`src/rtl/bitstream_sweep.sv`:
```
// Sweep-and-measure engine: steps x over [x_first..x_last] (wrapping) and counts
// ones on each y channel over a 2^LEN_LOG2-cycle window per point.
module bitstream_sweep #(
  parameter int unsigned X_WIDTH         = 8,
  parameter int unsigned LEN_LOG2        = 16,
  parameter int unsigned CHANNELS        = 1,
  parameter int unsigned SETTLE          = 0,
  parameter int unsigned RESET_PER_POINT = 0
) (
  input  logic                               clk,
  input  logic                               rst,
  input  logic                               start,
  input  logic [X_WIDTH-1:0]                 x_first,
  input  logic [X_WIDTH-1:0]                 x_last,
  output logic [X_WIDTH-1:0]                 x,
  output logic                               stream_rst,
  input  logic [CHANNELS-1:0]                y,
  output logic                               res_valid,
  input  logic                               res_ready,
  output logic [X_WIDTH-1:0]                 res_x,
  output logic [CHANNELS*(LEN_LOG2+1)-1:0]   res_count,
  output logic                               busy,
  output logic                               done
);

  localparam int unsigned CW = LEN_LOG2 + 1;
  localparam int unsigned TW = ((LEN_LOG2 > 8) ? LEN_LOG2 : 8) + 1;
  localparam logic [TW-1:0] COUNT_LAST  = TW'((64'd1 << LEN_LOG2) - 64'd1);
  localparam logic [TW-1:0] SETTLE_LAST = TW'((SETTLE == 0) ? 0 : SETTLE - 1);

  typedef enum logic [2:0] {
    ST_IDLE,
    ST_RESTART,
    ST_SETTLE,
    ST_COUNT,
    ST_REPORT
  } state_t;

  // First state of every point, and the state that follows the restart pulse.
  localparam state_t AFTER_RESTART = (SETTLE != 0) ? ST_SETTLE : ST_COUNT;
  localparam state_t ENTRY         = (RESET_PER_POINT != 0) ? ST_RESTART : AFTER_RESTART;

  state_t                           state, state_nxt;
  logic [X_WIDTH-1:0]               x_last_q, x_last_nxt;
  logic [X_WIDTH-1:0]               x_nxt, res_x_nxt;
  logic [TW-1:0]                    timer, timer_nxt;
  logic [CHANNELS*CW-1:0]           count_nxt;
  logic                             busy_nxt, done_nxt, res_valid_nxt, stream_rst_nxt;

  // State and registered outputs.
  always_ff @(posedge clk) begin
    if (rst) begin
      state      <= ST_IDLE;
      x_last_q   <= '0;
      x          <= '0;
      timer      <= '0;
      res_count  <= '0;
      res_x      <= '0;
      busy       <= 1'b0;
      done       <= 1'b0;
      res_valid  <= 1'b0;
      stream_rst <= 1'b0;
    end else begin
      state      <= state_nxt;
      x_last_q   <= x_last_nxt;
      x          <= x_nxt;
      timer      <= timer_nxt;
      res_count  <= count_nxt;
      res_x      <= res_x_nxt;
      busy       <= busy_nxt;
      done       <= done_nxt;
      res_valid  <= res_valid_nxt;
      stream_rst <= stream_rst_nxt;
    end
  end

  // Next-state and next-output logic.
  always_comb begin
    state_nxt  = state;
    x_last_nxt = x_last_q;
    x_nxt      = x;
    timer_nxt  = timer;
    count_nxt  = res_count;
    res_x_nxt  = res_x;
    busy_nxt   = busy;
    done_nxt   = 1'b0;

    case (state)
      ST_IDLE: begin
        if (start) begin
          x_nxt      = x_first;
          x_last_nxt = x_last;
          busy_nxt   = 1'b1;
          count_nxt  = '0;
          timer_nxt  = '0;
          state_nxt  = ENTRY;
        end
      end
      ST_RESTART: begin
        timer_nxt = '0;
        state_nxt = AFTER_RESTART;
      end
      ST_SETTLE: begin
        if (timer == SETTLE_LAST) begin
          timer_nxt = '0;
          state_nxt = ST_COUNT;
        end else begin
          timer_nxt = timer + TW'(1);
        end
      end
      ST_COUNT: begin
        for (int unsigned c = 0; c < CHANNELS; c++) begin
          count_nxt[c*CW +: CW] = res_count[c*CW +: CW] + CW'(y[c]);
        end
        if (timer == COUNT_LAST) begin
          timer_nxt = '0;
          res_x_nxt = x;
          state_nxt = ST_REPORT;
        end else begin
          timer_nxt = timer + TW'(1);
        end
      end
      ST_REPORT: begin
        if (res_ready) begin
          if (x == x_last_q) begin
            busy_nxt  = 1'b0;
            done_nxt  = 1'b1;
            state_nxt = ST_IDLE;
          end else begin
            x_nxt     = x + X_WIDTH'(1);
            count_nxt = '0;
            timer_nxt = '0;
            state_nxt = ENTRY;
          end
        end
      end
      default: state_nxt = ST_IDLE;
    endcase

    stream_rst_nxt = (state_nxt == ST_RESTART);
    res_valid_nxt  = (state_nxt == ST_REPORT);
  end

endmodule

```
`config.mk`:
```
export PLATFORM = sky130hd
export DESIGN_NAME = bitstream_sweep
export DESIGN_NICKNAME = d
export VERILOG_FILES = /design/src/rtl/bitstream_sweep.sv
export SDC_FILE = /design/constraint.sdc
export NUM_CORES = 1
export LEC_CHECK = 0
export CORE_MARGIN = 10
export CORE_UTILIZATION = 49
export CTS_BUF_LIST = sky130_fd_sc_hd__clkbuf_8
export CTS_CLUSTER_SIZE = 28
export DETAILED_ROUTE_END_ITERATION = 16
export PLACE_DENSITY = 0.78
export RECOVER_POWER = 50
export SLEW_MARGIN = 20
export SYNTH_ARGS = -nofsm -noshare
export SYNTH_HDL_FRONTEND = slang
export SYNTH_SLANG_ARGS = --single-unit
```
`constraint.sdc`:
```
create_clock -name clk -period 2 [get_ports clk]
set_input_delay 0.4 -clock clk [delete_from_list [all_inputs] [get_ports clk]]
set_output_delay 0.4 -clock clk [all_outputs]
set_load 0.005 [all_outputs]
```
* Word level (Yosys, flattened, before mapping) *
Index checks and enable logic that the tools add are counted.

cells by class
  add/sub/neg operators = 3
  multipliers = 0
  divide/modulo/power cells = 0
  order comparisons = 0
  equal/unequal tests = 12
  shift-type cells = 0
  muxes and demuxes = 22
  bitwise logic cells = 2
  reductions and logical operators = 12

operator list
  cell                     number
  $mux W17                 5
  $pmux W17 S5             1
  $pmux W17 S3             1
  $mux W8                  3
  $add A17 B1 Y17          1
  $add A17 B1 Y17 const B  1
  $eq A17 B16 Y1 const B   1
  $logic_not A17 Y1        1
  $pmux W8 S2              1
  $reduce_and A4 Y1        4
  $pmux W3 S5              1
  $mux W3                  4
  $add A8 B1 Y8 const B    1
  $eq A8 B8 Y1             1
  $ne A2 B2 Y1 const B     4
  $eq A3 B1 Y1 const B     2
  $eq A3 B2 Y1 const B     2
  $eq A3 B3 Y1 const B     2
  $reduce_bool A5 Y1       1
  $mux W1                  4
  $reduce_and A2 Y1        2
  $logic_not A3 Y1         1
  $reduce_bool A3 Y1       1
  $reduce_or A3 Y1         1
  other kinds (4)          5

word-level totals
  flip-flop bits (word level) = 65
  bits in latches = 0
  bits in writable memories = 0
  memory bits (read-only) = 0
  output and inout port bits = 37
  memories kept = 0

* Longest topological paths before layout *
Gate-level depths: netlist of run 1.

  word-level depth = 5
  gate-level depth with buffers = 12
  gate-level depth less buffers = 11

* Worst setup path before layout of run 1 *
No wires, ideal clock.

  path kind = reg-to-reg
  start = register timer[5]
  end = register timer[10]
  data arrival time = 2.144 ns
  setup slack = -0.261 ns
  cell stages (with the launch flop) = 12
  clock period less this slack = 2.261 ns
  cell sequence = dfxtp_1 clkbuf_1 nand4_1 nor3_1 and3_1 nand3_1 inv_1 ha_1 o31ai_1 o21bai_1 buf_2 nor2_1

between the ends
  word-level cells in the longest chain between the ends = 3

RTL lines
  element                                  line      text
  start, declared                          46        logic [TW-1:0] timer, timer_nxt;
  start signal, assigned                   67        timer <= timer_nxt;
  $add A17 B1 Y17 (tied with other cells)  108, 120
  $mux W17, on equally long branches       115, 104
  $pmux W17 S5 (*)                         88        case (state)

Mark *: on every way between the ends. The rest lies on a longest branch, timed or not.
A chain may end at the register's enable or synchronous reset.

* Worst setup path in the final report of run 1 *
  start = register timer[1]
  end = register timer[11]

Same word-level chain as after synthesis.

==> results of run 1 <==
## power by group
part           internal, W  switching (W)  total, W
Combinational     0.000202       0.000209  0.000411
Sequential         0.00132      0.0000236   0.00135
Clock             0.000793       0.000491   0.00128
Total              0.00232       0.000723   0.00304
## sequential cells by signal (all words and copies together), names as in the netlist
name and flops:
done 1, x_last_q 8, state 3, res_count 17, res_x 8, x 8, busy 1, timer 17
res_valid 1, stream_rst 1
## area by class of cell
type	count	area share [%]
Multi-Input combinational cell	292	41.9
Sequential cell	65	27.2
Timing Repair Buffer	120	23.4
Clock buffer	12	3.44
Tap cell	77	2.00
Clock inverter	3	1.33
Inverter	9	0.703
## worst max-delay path: stages, from the launching register on
cell	delay, ps
dfxtp_1	380
ha_1	200
nand3_1	110
nor2_1	270
nand3_4	120
inv_2	90
ha_4	170
nor3_4	50
a31oi_4	190
o21ai_0	120
o21ai_1	150
a21oi_1	80
## worst paths after layout
path,start,endpoint,depth (start not counted)
hold reg to reg,res_x[6],res_x[6],2
setup / recovery,timer[1],timer[11],11
setup reg to reg,timer[1],timer[11],11
hold / removal,res_x[6],res_x[6],2
## stage by stage
stage               setup TNS (ps)  worst slack, ps
global placement             -4730             -245
CTS                           -116            -15.1
floorplan                        0            0.876
global route                 -1280             -113
finish                       -59.7            -20.0
detailed placement           -8180             -357
## per-layer routing
layer,wire length [um],vias up,global-route usage [%],share of wire [%]
met4,130,0,5.50,1.3
met3,710,15,6.33,7.1
met2,5070,114,29.5,51
li1,-,1593,-,-
met1,4070,1571,21.3,41
met5,0,-,0,0
## cell families (layout without fill, tap and decap cells)
group,Yosys count,after routing,synth area share [%]
AND/OR/NAND/NOR,182,182,31.0
multiplexers,3,3,0.957
flip-flops,65,65,39.8
AO/OA/AOI/OAI,65,65,12.2
adder cells (fa/ha/maj),7,7,2.68
XOR/XNOR,34,34,9.11
other,1,1,0.115
buffers and inverters,29,144,4.13
## cells in the final DEF (no fill, tap or decap), types with 3 or more instances in the layout
cell type        instances
dfxtp_1                 60
clkdlybuf4s50_1         56
buf_4                   54
nor2_1                  43
nand2_1                 40
xnor2_1                 29
a21oi_1                 28
nand4_1                 16
nor3_1                  14
clkbuf_8                12
nand3_1                 10
inv_1                    9
o21ai_0                  6
nand2_4                  6
ha_1                     6
xor2_1                   5
or3_1                    5
a21oi_2                  5
dfxtp_2                  5
nand2b_1                 4
nor4_2                   4
buf_12                   4
and4_1                   3
o32ai_1                  3
o21ai_1                  3
nor4_1                   3
nor4b_1                  3
## repair_timing
item,CTS,global route
pin swaps,2,20
gates cloned,0,1
endpoints found under the setup margin,31,34
gates resized for setup,7,43
setup buffers,0,5
==> impl_metrics.json, run 1 <==
{
  "dp_cells": 558,
  "synth_area_mm2": 0.00327,
  "finalWirelength_um": 9980,
  "worst_slack_ps": -20.0,
  "h-tree-depth": 3,
  "finalHoldViolCount": 0,
  "grt_pass1_vias": 3135,
  "hpwl_um": 6850,
  "initial_utilization_pct": 50.9,
  "synth_warnings": 0,
  "ys_types": 58,
  "nFillCells": 449,
  "seq_area_mm2": 0.00131,
  "hold_class": "flop to flop",
  "synth_top_cell_by_area": "dfxtp_1",
  "die_w_um": 102,
  "antenna_found_initial": 0,
  "synth_nets": 414,
  "outcome": "complete, but fails checks",
  "clock_latency_ps": 340,
  "grt_overflow": 0,
  "postPlaceCellArea_mm2": 0.00434,
  "die_y_um": 102,
  "worstPathMaxFanout": 3,
  "cts_tree": "yes",
  "clk_pin_slew_ps": 70,
  "yosys.area.top_type_share_pct": 39.8,
  "numCtsBuffers": 9,
  "antenna_cells": 0,
  "p_leak_nw": 1.80,
  "cts-hold-fix-buffers": 0,
  "synth_cells": 386,
  "via_per_inst": 5.70,
  "final_area_mm2": 0.00481,
  "async_flop_share_pct": 0,
  "drt-initial-drc-count": 190,
  "avgRoutedWirePerCell_um": 17.3,
  "worst_setup_path_end_kind": "flop",
  "reg2reg_slack_ps": -20,
  "rows": 29,
  "arrival_ps": 2260,
  "hold-worst-slack_ps": 457,
  "multi_input_area_mm2": 0.00201,
  "globalplace.congestion": 0.847,
  "core_region_area_mm2": 0.00642,
  "fmax_mhz": 495,
  "ir_worst_vdd_mv": 0.445,
  "die_area_mm2": 0.0103,
  "clkSinkCount": 65,
  "drive_above_1_share_pct": 24.4,
  "synth_common_cells": "dfxtp_1, nand2_1, nor2_1",
  "synth_area_leaders": "dfxtp_1, xnor2_1, nand2_1",
  "cts_buffer_depth": 2,
  "port_buffers": 57,
  "root_buffer": "clkbuf_8",
  "final_core_util_pct": 74.8,
  "fin_skew_ps": 9.50,
  "p_per_area_mw_per_mm2": 633,
  "num_vias": 3293,
  "drc": 0,
  "cap_violations": 0,
  "grt_pass1_wl_um": 15000,
  "ys_ff_latch": 65,
  "start_kind": "flop",
  "pin_count": 58,
  "criticalPathCategory": "flop to flop",
  "synth_edf_count": 0,
  "total_power_w": 0.00304,
  "yosysSeqAreaShare_pct": 39.8,
  "syn_area_per_cell_um2": 8.47,
  "report.final.slew_viol_count": 0,
  "drt-pass1-iter-count": 4,
  "area_growth_pct": 47.1,
  "final_nets": 525,
  "synth-main-ff-cell": "dfxtp_1",
  "yosysMostFrequentCell": "dfxtp_1",
  "min_period_ps": 2020,
  "ant_nets": 0,
  "grt_max_degree": 18,
  "track_usage_pct": 17.9,
  "violations": "setup timing",
  "rsz0062_at_grt": "yes",
  "finalSetupViolCount": 5,
  "stdcell_count": 578,
  "finalCritPeriodShare_pct": 101,
  "required_ps": 2240
}
Power figures use the tool's default switching activity.
==> run 2, diff against run 1 <==
--- a/config.mk
+++ b/config.mk
@@ -6,13 +6,14 @@
 export NUM_CORES = 1
 export LEC_CHECK = 0
 export CORE_MARGIN = 10
-export CORE_UTILIZATION = 49
+export CORE_UTILIZATION = 45
 export CTS_BUF_LIST = sky130_fd_sc_hd__clkbuf_8
 export CTS_CLUSTER_SIZE = 28
 export DETAILED_ROUTE_END_ITERATION = 16
-export PLACE_DENSITY = 0.78
+export PLACE_DENSITY = 0.73
 export RECOVER_POWER = 50
 export SLEW_MARGIN = 20
 export SYNTH_ARGS = -nofsm -noshare
 export SYNTH_HDL_FRONTEND = slang
 export SYNTH_SLANG_ARGS = --single-unit
+export TNS_END_PERCENT = 20
==> run 2 against run 1 <==
The run now ends clean. Critical path depth is 5 lower. Non-clock buffer count is 2 lower. First-iteration DRC count is 10% lower. Setup slack better by 47 ps. Global-route usage is 2.1 points lower. Die area is 7.1% higher. Sequential power hardly changed. Sequential cell count stayed put. Hold slack worse by 0.83 ps. Clock power is 23% lower. Wire length is 8.4% lower. Power is 10% lower. Largest power group unchanged.
==> impl_metrics.json, run 2 (same netlist as run 1, synthesis figures left out) <==
{
  "criticalPathCategory": "flop to flop",
  "ant_nets": 0,
  "required_ps": 2280,
  "root_buffer": "clkbuf_8",
  "cap_violations": 0,
  "numCtsBuffers": 9,
  "worstPathMaxFanout": 5,
  "switching_share_pct": 27.0,
  "fmax_mhz": 507,
  "clkPwrFrac_pct": 36.3,
  "p_seq_share_pct": 49.1,
  "antenna_found_initial": 0,
  "power_frac_comb_pct": 14.6,
  "final_cell_mix": "dfxtp_1, clkdlybuf4s50_1, buf_4",
  "slowest_stage": "or4_4",
  "arrival_ps": 2260,
  "cts_buffer_depth": 2,
  "timing.setup.tns_ps": 0,
  "p_per_area_mw_per_mm2": 584,
  "grt_util_met1_pct": 18.9,
  "cp_top_family": "simple AND/OR/NAND/NOR gates",
  "hold_class": "flop to flop",
  "drt-initial-drc-count": 171,
  "clock_latency_ps": 350,
  "finalWirelength_um": 9150,
  "rows": 31,
  "final_area_mm2": 0.00468,
  "nFillCells": 592,
  "seq_area_mm2": 0.00132,
  "crit_chain": "buf_6 -> nand4bb_1 -> o21a_1 -> or3_4 -> or4_4 -> a21oi_2",
  "intPower_w": 0.00200,
  "outcome": "finished, final reports clean",
  "drt-pass1-iter-count": 4,
  "avgRoutedWirePerCell_um": 15.3,
  "start_kind": "flop",
  "r2r-start": "state[1]",
  "worst_setup_path_end_kind": "flop",
  "multi_input_area_mm2": 0.00195,
  "finalCritPeriodShare_pct": 98.6,
  "fin_skew_ps": 6.90,
  "largestRegisters": "res_count: 17 flops, timer: 17 flops",
  "grt_pass1_wl_um": 14800,
  "cp_slowest_stage_delay_ps": 490,
  "globalplace.congestion": 0.802,
  "grt_pass1_vias": 3163,
  "hpwl_um": 6740,
  "use_met3_pct": 4.63,
  "r2r-end": "timer[7]",
  "critPathBufInv": 1,
  "clkSinkCount": 65,
  "reg2reg_slack_ps": 30,
  "cts_tree": "yes",
  "via_per_inst": 5.40,
  "grt-busiest-layer": "met2",
  "grt_overflow": 0,
  "finalHoldViolCount": 0,
  "grt_max_degree": 35,
  "track_usage_pct": 15.8,
  "h-tree-depth": 3,
  "p_switching_w": 0.000738,
  "use_met2_pct": 25.8,
  "min_period_ps": 1970,
  "core_region_area_mm2": 0.00718,
  "num_vias": 3232,
  "final_common_cell": "dfxtp_1",
  "finalSetupViolCount": 0,
  "clk_pin_slew_ps": 70,
  "drive_above_1_share_pct": 23.4,
  "hold_path_end": "res_x[4]",
  "die_y_um": 105,
  "ir_worst_vdd_mv": 0.399,
  "hold-worst-slack_ps": 456,
  "p_leak_nw": 1.66,
  "drc": 0,
  "initial_utilization_pct": 45.5,
  "final_nets": 523,
  "dp_cells": 576,
  "area_growth_pct": 43.1,
  "min_from": "res_x[4]",
  "pin_count": 58,
  "r2r_cells": 6,
  "postPlaceCellArea_mm2": 0.00432,
  "stdcell_count": 599,
  "port_buffers": 57,
  "min_path_cells": 2,
  "die_area_mm2": 0.0111,
  "die_w_um": 105,
  "antenna_cells": 0,
  "total_power_w": 0.00273,
  "report.final.slew_viol_count": 0
}
-- run 2: cell types whose count changed in the layout (fill, tap and decap cells not counted), moves of 3 or more --
cell and delta:
nand2_1 +6, a21oi_2 -3, nand2_4 -6, a21oi_1 +3, clkinv_2 +3
-- run 2: cell type report --
class                           count  share of cell area (%)
Multi-Input combinational cell    292                    41.7
Sequential cell                    65                    28.1
Timing Repair Buffer              118                    23.2
Clock buffer                       10                    2.94
Tap cell                           99                    2.65
Clock inverter                      6                   0.749
Inverter                            9                   0.722
-- run 2: timing repair --
| action | in CTS | in global routing |
|---|---|---|
| pin swaps | 2 | 11 |
| setup endpoints to repair | 2 | 33 |
| gates resized for setup | 1 | 38 |
| buffers inserted | 0 | 8 |
| hold buffers | 0 | 0 |
-- run 2: routing by layer --
layer	part of all wire [%]	vias up
met5	0	-
met4	1.4	0
met3	7.1	16
met2	48	99
met1	43	1536
li1	-	1581
-- run 2: through the flow --
stage	utilization [%]	setup slack, ps
floorplan	-	0.876
global placement	60.2	-259
detailed placement	60.2	-330
CTS	62.7	5.35
global route	65.2	-81.9
finish	65.2	27.1
-- run 2: how the worst max path moves through the flow --
stage	from	to	slack (ps)	depth (start not counted)
2_1_floorplan	timer[5]	timer[5]	0.9	11
3_3_place_gp	start	res_count[11]	-260	8
3_5_place_dp	start	res_count[11]	-330	8
4_1_cts	timer[1]	timer[7]	5	10
5_1_grt	timer[6]	state[0]	-80	10
6_report	state[1]	timer[7]	30	6
-- run 2: tightest hold or removal path, stage by stage, from the launching register on --
cell and delay, ps:
dfxtp_1 310, nand2_1 50, a21oi_1 50
-- run 2: power by group through the flow --
stage	sequential [W]	clock [W]	combinational, W
floorplan	0.00137	0	0.000186
global placement	0.00137	0	0.000360
detailed placement	0.00137	0	0.000367
CTS	0.00134	0.00100	0.000373
global route	0.00134	0.00106	0.000432
finish	0.00134	0.000991	0.000399
